**src/rtl/divider_restoring_seq.sv**
```systemverilog
`default_nettype none
// ============================================================================
// Module      : divider_restoring_seq
// Description : Sequential unsigned restoring divider, one quotient bit per
//               clock, using x + ~y + 1 trial subtraction with start/done.
// Revision    : 1.0 - initial release
// ============================================================================
module divider_restoring_seq #(
    parameter int WIDTH = 4
) (
    input  logic             in_clk,
    input  logic             in_rst_n,
    input  logic [WIDTH-1:0] in_x,
    input  logic [WIDTH-1:0] in_y,
    input  logic             in_start,
    output logic             out_busy,
    output logic             out_done,
    output logic [WIDTH-1:0] out_q,
    output logic [WIDTH-1:0] out_r,
    output logic             out_div0
);

    localparam int CW = (WIDTH > 2) ? $clog2(WIDTH) : 1;

    localparam logic [1:0] ST_IDLE = 2'd0;
    localparam logic [1:0] ST_RUN  = 2'd1;
    localparam logic [1:0] ST_DONE = 2'd2;

    logic [1:0]       state;
    logic [WIDTH-1:0] dividend;
    logic [WIDTH-1:0] divisor;
    logic [WIDTH:0]   prem;
    logic [CW-1:0]    step_cnt;

    logic [WIDTH:0]   shifted;
    logic [WIDTH+1:0] trial;
    logic             carry;
    logic [WIDTH:0]   prem_next;
    logic [WIDTH-1:0] dividend_next;

    // Carry-out of P' + ~{0,D} + 1 is set exactly when P' >= D (no borrow).
    always_comb begin
        shifted       = {prem[WIDTH-1:0], dividend[WIDTH-1]};
        trial         = {1'b0, shifted} + {1'b0, ~{1'b0, divisor}}
                        + {{(WIDTH+1){1'b0}}, 1'b1};
        carry         = trial[WIDTH+1];
        prem_next     = carry ? trial[WIDTH:0] : shifted;
        dividend_next = {dividend[WIDTH-2:0], carry};
    end

    always_ff @(posedge in_clk or negedge in_rst_n) begin
        if (!in_rst_n) begin
            state    <= ST_IDLE;
            dividend <= '0;
            divisor  <= '0;
            prem     <= '0;
            step_cnt <= '0;
            out_q    <= '0;
            out_r    <= '0;
            out_div0 <= 1'b0;
        end else begin
            case (state)
                ST_IDLE, ST_DONE: begin
                    if (in_start) begin
                        if (in_y != '0) begin
                            state    <= ST_RUN;
                            dividend <= in_x;
                            divisor  <= in_y;
                            prem     <= '0;
                            step_cnt <= CW'(WIDTH - 1);
                            out_div0 <= 1'b0;
                        end else begin
                            state    <= ST_DONE;
                            out_q    <= '1;
                            out_r    <= in_x;
                            out_div0 <= 1'b1;
                        end
                    end else begin
                        state <= ST_IDLE;
                    end
                end
                ST_RUN: begin
                    dividend <= dividend_next;
                    prem     <= prem_next;
                    if (step_cnt == '0) begin
                        state <= ST_DONE;
                        out_q <= dividend_next;
                        out_r <= prem_next[WIDTH-1:0];
                    end else begin
                        step_cnt <= step_cnt - CW'(1);
                    end
                end
                default: state <= ST_IDLE;
            endcase
        end
    end

    assign out_busy = (state == ST_RUN);
    assign out_done = (state == ST_DONE);

    // The partial remainder always stays below the divisor between steps.
    a_prem_no_overflow: assert property (@(posedge in_clk) disable iff (!in_rst_n)
        !prem[WIDTH]);

endmodule
`default_nettype wire

```
**config.mk**
```make
export PLATFORM = sky130hd
export DESIGN_NAME = divider_restoring_seq
export DESIGN_NICKNAME = d
export VERILOG_FILES = /design/src/rtl/divider_restoring_seq.sv
export SDC_FILE = /design/constraint.sdc
export NUM_CORES = 1
export LEC_CHECK = 0
export ABC_CLOCK_PERIOD_IN_PS = 5200
export CORE_UTILIZATION = 55
export DETAILED_ROUTE_END_ITERATION = 7
export PLACE_DENSITY = 0.88
export REMOVE_ABC_BUFFERS = 1
export SYNTH_ARGS = -nofsm -noshare
export SYNTH_HDL_FRONTEND = slang
export SYNTH_SLANG_ARGS = --single-unit
```
**constraint.sdc**
```tcl
create_clock -name in_clk -period 5.2 [get_ports in_clk]
set_clock_uncertainty 0.05 [all_clocks]
set_input_delay 1.04 -clock in_clk [delete_from_list [all_inputs] [get_ports in_clk]]
set_output_delay 1.04 -clock in_clk [all_outputs]
set_load 0.01 [all_outputs]
```
==> results.sh, run 1 <==
export IMPL_cts_root_buf="clkbuf_4"
export IMPL_vdd_drop_max_mv=0.372
export IMPL_synth_edf_count=0
export IMPL_period_share_pct=59.3
export IMPL_hold_violations=0
export IMPL_syn_inst=122
export IMPL_remaining_drc_errors=0
export IMPL_tightest_slew_ns=1.11
export IMPL_synth_compound_area_share_pct=13.5
export IMPL_core_area_sq_mm=0.00206
export IMPL_setup_tns_ns=0
export IMPL_clk_path_buf_depth=2
export IMPL_path_max_fanout=16
export IMPL_ctsHtreeMaxLevel=1
export IMPL_ctsHoldBuffers=0
export IMPL_slew_viol_final=0
export IMPL_synthMuxAreaShare_pct=6.76
export IMPL_die_w_um=49.8
export IMPL_clock_latency_ns=0.32
export IMPL_grt_pass1_vias=981
export IMPL_power_density_mw_per_mm2=660
export IMPL_n_antenna_cell=0
export IMPL_drt_iter0_markers=13
export IMPL_yosys_area_share_adder_pct=6.56
export IMPL_synth_seq_area_share_pct=49.7
export IMPL_final_common_cell="dfrtp_1"
export IMPL_grt_max_degree=26
export IMPL_die_y_um=49.8
export IMPL_end_kind="primary output"
export IMPL_routedWlPerCell_um=14.3
export IMPL_final_nets=160
export IMPL_hold_worst_slack_ns=0.442
export IMPL_finalCriticalPeriod_ns=3.08
export IMPL_rsz0062_at_grt="no"
export IMPL_final_core_util_pct=72.2
export IMPL_dr_total_vias=949
export IMPL_cts_tree="built"
export IMPL_grt_overflow=0
export IMPL_worstSetupPathType="reg -> out"
export IMPL_synthFlopType="dfrtp_1"
export IMPL_ys_seq_elements=25
export IMPL_post_cts_resized=0
export IMPL_cts_sinks=25
export IMPL_combPwrFrac_pct=56.2
export IMPL_cts_buffers=3
export IMPL_dp_hpwl_um=1870
export IMPL_start_util_pct=61.0
export IMPL_p_int_mw=0.582
export IMPL_cap_violations=0
export IMPL_clock_power_share_pct=8.9
export IMPL_hp_class="reg -> reg"
export IMPL_slew_headroom_pct=25.6
export IMPL_worstPathArrival_ns=1.99
export IMPL_synth_top_family_by_area="simple AND/OR/NAND/NOR gates"
export IMPL_synthTopCellsByArea="dfrtp_1 (50%), ha_1 (5.0%), nand2_1 (4.8%)"
export IMPL_post_cts_buffers=0
export IMPL_grt_pass1_wl_um=4220
export IMPL_dr_pass1_iters=4
export IMPL_finalWirelength_um=2420
export IMPL_synth_xor_area_share_pct=0.696
export IMPL_grtUsageTotal_pct=22.9
export IMPL_viasPerCell=5.62
export IMPL_synth_cell_types=31
export IMPL_power_switching_mw=0.400
export IMPL_p_total_mw=0.982
export IMPL_outcome="finished, final reports clean"
export IMPL_port_buffers=21
export IMPL_antenna_found_initial=0
export IMPL_finalSetupViolCount=0
export IMPL_p_leak_nw=0.671
export IMPL_die_area_sq_mm=0.00248
export IMPL_place_congestion=0.798
export IMPL_clk_pin_slew_worst_paths_ns=0.13
export IMPL_synth_simple_gate_area_share_pct=17.2
export IMPL_syn_area_sq_mm=0.00126
export IMPL_yosys_area_top_type="dfrtp_1"
export IMPL_seqPwrFrac_pct=34.9
export IMPL_start_kind="register"
export IMPL_synth_async_reset_ratio_pct=100
export IMPL_io_pins=22
export IMPL_syn_to_final_growth_pct=18.3
export IMPL_max_clock_freq_mhz=324
export IMPL_cp_required_ns=4.11
export IMPL_synth_area_per_cell_sq_um=10.3
export IMPL_drive_above_1_share_pct=7.75
export IMPL_final_cell_mix="dfrtp_1 (25), clkdlybuf4s50_1 (21), nor2_1 (16), nand2_1 (16), a21oi_1 (9)"
export IMPL_rows=16
export IMPL_ant_nets=0
export IMPL_ys_warn_count=0
export IMPL_sw_frac_of_total_pct=40.7
export IMPL_synth_top_area_share_pct=49.7
[cell type report]
cell class | instances | area (sq um)
Fill cell | 160 | 573
Multi-Input combinational cell | 84 | 563
Clock buffer | 4 | 26.3
Tap cell | 27 | 33.8
Sequential cell | 25 | 626
Inverter | 8 | 30.0
Timing Repair Buffer | 21 | 210
[worst paths after layout]
check	startpoint	endpoint	slack [ns]	cells past startpoint
max in group asynchronous	in_rst_n	prem[0]	3.19	1
min in group asynchronous	in_rst_n	divisor[3]	1.25	1
worst max-delay path	state[1]	out_busy	2.12	3
worst min-delay path	step_cnt[0]	step_cnt[0]	0.44	1
worst min register to register	step_cnt[0]	step_cnt[0]	0.44	1
worst max register to register	prem[0]	out_r[0]	3.06	6
[state kept, by name, summed over array words and instances, names as in the netlist]
register / flops
out_r: 4
state: 2
prem: 4
step_cnt: 2
out_div0: 1
out_q: 4
divisor: 4
dividend: 4
[synth_stat cells (2+ instances only)]
library cell / count
nor3_1: 2
a21oi_1: 9
nand2_1: 16
nor2_1: 16
a21o_1: 5
dfrtp_1: 25
nand2b_1: 2
inv_1: 7
o21ai_0: 4
buf_2: 2
o22a_1: 3
nor2b_1: 2
ha_1: 5
mux2i_1: 4
mux2_2: 4
[critical path: stages, from the launching register on]
cell and delay, ns:
dfrtp_1 0.39, nand2b_1 0.40, inv_2 0.31, clkdlybuf4s50_1 0.57
[routing by layer]
metal	wire length (um)	global-route usage (%)	share of wire, %
met1	1070	27.6	44
met2	1240	41.2	51
met3	79	3.09	3.3
met4	34	8.57	1.4
met5	0	0	0
[kinds of logic (layout without fill, tap and decap cells)]
| group | count (synthesis) | count (layout) |
|---|---|---|
| AO/OA/AOI/OAI | 26 | 26 |
| flip-flops | 25 | 25 |
| buffers and inverters | 13 | 33 |
| XOR/XNOR | 1 | 1 |
| multiplexers | 8 | 8 |
| adder cells (fa/ha/maj) | 6 | 6 |
| AND/OR/NAND/NOR | 43 | 43 |
[through the flow]
step,cell area [sq um],instances,worst slack [ns]
finish,1490,169,2.12
global route,1490,169,1.99
CTS,1490,169,2.11
detailed placement,1460,165,2.09
global placement,1460,165,2.21
floorplan,1220,117,2.87
[power groups by stage]
stage	combinational, mW	clock, mW	sequential (mW)
after detailed placement	0.555	0	0.347
final	0.552	0.0872	0.343
after global placement	0.529	0	0.342
after floorplan	0.371	0	0.350
after CTS	0.558	0.0894	0.342
after global routing	0.618	0.0978	0.353
Note: power is estimated with default switching activity, not from simulation.
==> run 2: changes to the inputs <==
--- a/config.mk
+++ b/config.mk
@@ -5,10 +5,10 @@
 export SDC_FILE = /design/constraint.sdc
 export NUM_CORES = 1
 export LEC_CHECK = 0
-export ABC_CLOCK_PERIOD_IN_PS = 5200
-export CORE_UTILIZATION = 55
+export ABC_CLOCK_PERIOD_IN_PS = 2900
+export CORE_UTILIZATION = 51
 export DETAILED_ROUTE_END_ITERATION = 7
-export PLACE_DENSITY = 0.88
+export PLACE_DENSITY = 0.83
 export REMOVE_ABC_BUFFERS = 1
 export SYNTH_ARGS = -nofsm -noshare
 export SYNTH_HDL_FRONTEND = slang
==> constraint.sdc (replaced) <==
create_clock -name in_clk -period 2.9 [get_ports in_clk]
set_clock_uncertainty 0.05 [all_clocks]
set_input_delay 0.58 -clock in_clk [delete_from_list [all_inputs] [get_ports in_clk]]
set_output_delay 0.58 -clock in_clk [all_outputs]
set_load 0.01 [all_outputs]
==> results.sh, run 2 (same netlist as run 1, synthesis figures left out) <==
export IMPL_dp_hpwl_um=1880
export IMPL_slowest_delay_ns=0.56
export IMPL_clk_pin_slew_worst_paths_ns=0.13
export IMPL_final_area_sq_mm=0.00151
export IMPL_core_area_sq_mm=0.00228
export IMPL_antenna_found_initial=0
export IMPL_start_kind="register"
export IMPL_routedWlPerCell_um=14.4
export IMPL_setup_tns_ns=0
export IMPL_pre_cts_ws_ns=0.420
export IMPL_crit_path_start="state[1]"
export IMPL_drt_iter0_markers=14
export IMPL_syn_to_final_growth_pct=20.2
export IMPL_period_share_pct=77.5
export IMPL_rows=17
export IMPL_failed_checks="design-rule violations"
export IMPL_ant_nets=0
export IMPL_seqCellArea_sq_um=626
export IMPL_rrSetupSlack_ns=0.77
export IMPL_path_max_fanout=10
export IMPL_grtUsageTotal_pct=22.9
export IMPL_cp_required_ns=2.27
export IMPL_start_util_pct=55.3
export IMPL_vdd_drop_max_mv=0.738
export IMPL_r2r_end="out_r[0]"
export IMPL_viasPerCell=5.55
export IMPL_ctsHoldBuffers=0
export IMPL_cts_root_buf="clkbuf_4"
export IMPL_final_nets=163
export IMPL_power_density_mw_per_mm2=1180
export IMPL_p_total_mw=1.78
export IMPL_io_pins=22
export IMPL_slew_viol_final=0
export IMPL_final_common_cell="dfrtp_1"
export IMPL_port_buffers=21
export IMPL_p_leak_nw=0.685
export IMPL_slew_headroom_pct=60.7
export IMPL_die_y_um=51.7
export IMPL_path_delay_family="buffers and inverters"
export IMPL_hold_violations=0
export IMPL_grt_pass1_wl_um=4370
export IMPL_n_antenna_cell=0
export IMPL_finalCriticalPeriod_ns=2.25
export IMPL_post_cts_resized=0
export IMPL_die_w_um=51.7
export IMPL_ctsHtreeMaxLevel=1
export IMPL_clock_power_share_pct=8.8
export IMPL_crit_buf_inv=2
export IMPL_cp_depth=3
export IMPL_crit_chain="nand2b_1, inv_2, clkdlybuf4s50_1"
export IMPL_die_area_sq_mm=0.00267
export IMPL_finalSetupViolCount=0
export IMPL_multi_input_comb_area_sq_um=563
export IMPL_cap_violations=0
export IMPL_cts_sinks=25
export IMPL_combPwrFrac_pct=56.9
export IMPL_place_congestion=0.794
export IMPL_cpMaxStageDelayCell="clkdlybuf4s50_1"
export IMPL_drive_above_1_share_pct=9.66
export IMPL_cts_tree="built"
export IMPL_worstPathArrival_ns=1.62
export IMPL_clk_path_buf_depth=2
export IMPL_fillers=175
export IMPL_final_cell_mix="dfrtp_1 (25), clkdlybuf4s50_1 (21), nor2_1 (16), nand2_1 (16), a21oi_1 (9)"
export IMPL_dr_pass1_iters=6
export IMPL_post_cts_buffers=0
export IMPL_hp_class="reg -> reg"
export IMPL_worstSetupPathType="reg -> out"
export IMPL_dr_total_vias=961
export IMPL_outcome="finished, violations left"
export IMPL_tightest_slew_ns=0.587
export IMPL_end_kind="primary output"
export IMPL_seqPwrFrac_pct=34.3
export IMPL_power_switching_mw=0.722
export IMPL_rsz0062_at_grt="no"
export IMPL_remaining_drc_errors=1
export IMPL_max_clock_freq_mhz=445
export IMPL_finalWirelength_um=2490
export IMPL_cp_endpoint="out_busy"
export IMPL_place_area_sq_mm=0.00149
export IMPL_r2r_start="prem[0]"
export IMPL_ff2ff_path_depth=6
export IMPL_grt_max_degree=26
export IMPL_sw_frac_of_total_pct=40.5
export IMPL_grt_overflow=0
export IMPL_clock_latency_ns=0.32
export IMPL_p_int_mw=1.06
export IMPL_grt_pass1_vias=986
export IMPL_cts_buffers=3
export IMPL_fin_ws_ns=0.653
## run 2: cell types whose count changed in the layout (fill, tap and decap cells not counted)
cell / change
buf_4: +3
## run 2: how the worst min path moves through the flow
| stage | start | end | slack, ns | depth (start not counted) |
|---|---|---|---|---|
| floorplan | in_rst_n | dividend[0] | 0.23 | 0 |
| global route | step_cnt[0] | step_cnt[0] | 0.46 | 1 |
| finish | step_cnt[0] | step_cnt[0] | 0.43 | 1 |
| CTS | step_cnt[0] | step_cnt[0] | 0.43 | 1 |
| global placement | step_cnt[0] | step_cnt[0] | 0.40 | 1 |
| detailed placement | step_cnt[0] | step_cnt[0] | 0.41 | 1 |
## run 2: layer usage
metal	up-vias	track usage (%)	share of wire (%)
met3	6	2.63	3.5
met5	-	0	0
met4	0	9.91	2.6
met2	24	39.8	50
li1	463	-	-
met1	468	28.5	44
## run 2: stage by stage
stage	hold slack [ns]	std cells	util, %
final	0.430	173	66.5
after global routing	0.464	173	66.5
after CTS	0.430	173	66.5
after detailed placement	0.408	169	65.3
after global placement	0.400	169	65.3
after floorplan	0.234	117	-
## run 2: power groups by stage
stage               logic, mW  clock network, mW  registers [mW]
finish                   1.01              0.158           0.612
global route             1.16              0.172           0.635
CTS                      1.03              0.160           0.614
global placement        0.976                  0           0.616
detailed placement       1.02                  0           0.622
floorplan               0.666                  0           0.627
## run 2: worst reg2reg max path, cell delays in order (launching register included)
cell	delay, ns
dfrtp_1	0.45
ha_1	0.28
nor2b_1	0.13
o31a_1	0.28
nor3_4	0.26
mux2_2	0.40
o22a_1	0.18
## run 2: cell type report
type                            count  area share [%]
Multi-Input combinational cell     84            37.2
Tap cell                           28            2.32
Sequential cell                    25            41.4
Timing Repair Buffer               24            15.4
Inverter                            8            1.99
Clock buffer                        4            1.74
